<file path="config.mk">
export PLATFORM = sky130hd
export DESIGN_NAME = parity_word_check
export DESIGN_NICKNAME = d
export VERILOG_FILES = /design/src/rtl/parity_pkg.sv /design/src/rtl/parity_word_check.sv
export SDC_FILE = /design/constraint.sdc
export NUM_CORES = 1
export LEC_CHECK = 0
export CORE_AREA = 2 2 39 41
export DETAILED_ROUTE_END_ITERATION = 7
export DIE_AREA = 0 0 41 43
export GPL_TIMING_DRIVEN = 0
export RECOVER_POWER = 50
export SETUP_SLACK_MARGIN = 0.15
export SLEW_MARGIN = 20
export SYNTH_ARGS = -nofsm -noshare
export SYNTH_HDL_FRONTEND = slang
export SYNTH_SLANG_ARGS = --single-unit
</file>
<file path="constraint.sdc">
create_clock -name vclk -period 2.9
set_input_delay 0.58 -clock vclk [all_inputs]
set_output_delay 0.58 -clock vclk [all_outputs]
set_load 0.03 [all_outputs]
</file>
<file path="src/rtl/parity_pkg.sv">
// Shared defaults and FSM state encoding for the parity frame checker
// and any future generator built on the same word check.
package parity_pkg;

  localparam int DEF_DATA_W     = 16;
  localparam int DEF_FRAME_LEN  = 4;
  localparam int DEF_ODD_PARITY = 0;

  typedef logic [1:0] state_t;

  localparam state_t ST_IDLE   = 2'd0;
  localparam state_t ST_ACCUM  = 2'd1;
  localparam state_t ST_RESYNC = 2'd2;

endpackage

</file>
<file path="src/rtl/parity_word_check.sv">
// Combinational single-word parity check: err is high when the transmitted
// parity bit disagrees with the parity computed over data.
module parity_word_check
  import parity_pkg::*;
#(
  parameter int DATA_W = DEF_DATA_W
) (
  input  logic [DATA_W-1:0] data,
  input  logic              par,
  input  logic              odd,
  output logic              err
);

  assign err = par ^ (^data) ^ odd;

endmodule

</file>
==> flow_summary_export.csv, run 1 <==
group,metric,value,unit
timing,period_needed,2.65,ns
synthesis,syn_inst,16,
critical_path,max_stage_delay,0.41,ns
synthesis,yosysTopAreaCell,"xnor2_1",
critical_path,worst_setup_path_end_kind,"output pin",
critical_path,crit_type,"input pin to output pin",
die,die_area,1760,µm²
placed_design,dp_hpwl,286,µm
critical_path,crit_fanout,1,
hold_path,hold_class,"input pin to output pin",
die,io_pins,19,
critical_path,required,2.32,ns
die,die_x,41,µm
cells_and_area,nNetsFinal,55,
timing,rsz0062_at_grt,"no",
cells_and_area,diodes,0,
cells_and_area,clock_buffers,0,
timing,setup_viol,0,
synthesis,yosysTopAreaCellShare,65.1,%
die,coreArea,1380,µm²
drt,drt_pass1_iterations,1,
synthesis,synth_common_cells,"12 x xnor2_1, 2 x xor2_1, 1 x xnor2_2, 1 x xnor3_1",
drt,post_drt_wl_per_cell,5.41,µm
timing,period_share,91.5,%
timing,holdWs,1.96,ns
synthesis,yosysMostFrequentCell,"xnor2_1",
timing,slew_headroom,83.9,%
drt,ant_nets,0,
flow_run,maxCapViolCount,0,
synthesis,syn-cell-area,161,µm²
timing,tightest_slew,0.240,ns
critical_path,crit_chain,"clkdlybuf4s50_1, xnor2_1, xnor2_2, xnor3_1, xnor2_1, buf_4",
cells_and_area,drive_gt1_share,11.4,%
pwr,ir_drop,0.203,mV
drt,drcViolationCount,0,
cts,cts_setup_buffers,0,
grt,gr-usage-all-layers,3.80,%
critical_path,startpoint_type,"input pin",
grt,first_global_vias,150,
cells_and_area,final_area,394,µm²
pwr,leakage,0.000180,µW
cells_and_area,register_area,0,µm²
placed_design,portBuffers,19,
pwr,powerDensity,342,nW/µm²
cells_and_area,design.seq.count,0,
grt,grt_max_degree,2,
drt,wl,276,µm
grt,antenna_found_initial,0,
critical_path,arrival,2.07,ns
grt,overflow,0,
critical_path,critPathSlowestCell,"clkdlybuf4s50_1",
timing,drv_slew,0,
synthesis,ys_types,4,
drt,viasPerCell,3.27,
synthesis,yosysSeqAreaShare,0,%
synthesis,synthTopCellsByArea,"xnor2_1 65%, xnor3_1 14%, xor2_1 11%",
die,die_h,43,µm
drt,drt_iter0_drc,0,
critical_path,cpMostUsedCell,"xnor2_1",
synthesis,syn_nets,34,
synthesis,yosysWarnings,0,
timing,hold_viol,0,
timing,max_freq,377,MHz
grt,grt_pass1_wl,517,µm
status,status,"completed",
drt,num_vias,167,
timing,tns,0,ns
cts,hold_buffers,0,
placed_design,place_congestion,0.526,
cells_and_area,fillCellCount,149,
die,num_rows,14,
placed_design,placed_area,372,µm²
synthesis,syn_avg_cell_area,10.1,µm²
die,start_util,11.7,%
cells_and_area,area.growth.synth_to_final,144,%
-- metal layers --
| layer | track usage, % | part of all wire, % | wire, µm | vias up |
|---|---|---|---|---|
| met3 | 0 | 17 | 48 | 0 |
| met5 | 0 | 0 | 0 | - |
| met1 | 5.06 | 26 | 73 | 69 |
| met4 | 0 | 0 | 0 | 0 |
| li1 | - | - | - | 87 |
| met2 | 6.88 | 56 | 154 | 11 |
-- cells in the final DEF, fill, tap and decap left out, drive strengths merged --
cell type / netlist / layout
clkdlybuf4s50: 0 / 14
xnor2: 13 / 13
dlymetal6s2s: 0 / 4
xor2: 2 / 2
xnor3: 1 / 1
buf: 0 / 1
-- final timing paths --
check | start | end | slack (ns) | depth (start not counted)
worst max-delay path | data[6] | err | 0.25 | 6
worst min-delay path | odd | err | 1.96 | 6
-- worst max-delay path, delay by kind of cell --
family    cells  cell delay [ns]
buf+inv       2             0.59
xor+xnor      4             0.90
-- timing repair --
| item | 4_1_cts | 5_1_grt |
|---|---|---|
| setup endpoints to repair | 1 | 1 |
| pin swaps | 1 | 5 |
| resized for setup | 6 | 7 |
-- metrics by stage --
| stage | worst slack (ns) | util [%] | total power (µW) | instances |
|---|---|---|---|---|
| 2_1_floorplan | 0.497 | - | 83.8 | 16 |
| 3_3_place_gp | -0.319 | 26.9 | 140 | 51 |
| 3_5_place_dp | -0.341 | 26.9 | 140 | 51 |
| 4_1_cts | 0.183 | 26.7 | 136 | 51 |
| 5_1_grt | 0.111 | 28.5 | 146 | 51 |
| 6_report | 0.246 | 28.5 | 135 | 51 |
-- power breakdown --
part	total (µW)	leakage (µW)	internal, µW	switching, µW
combinational	135	0.000180	77.2	57.7
sequential	0	0	0	0
clock	0	0	0	0
total	135	0.000180	77.2	57.7
-- cells by family after synthesis --
group	after synthesis	synth area share [%]
xor gates and xnor gates	16	100
-- cell type report --
class	instances	area (µm²)	share of cell area, %
Timing Repair Buffer	19	198	50.2
Tap cell	16	20.0	5.08
Multi-Input combinational cell	16	176	44.8
No activity file was read; power rests on OpenSTA's default activity.
==> run 2, diff against run 1 <==
Settings changed: SLEW_MARGIN 20 to unset.
==> results of run 2 <==
The final DEF is identical to that of run 1; final timing and power are the same.
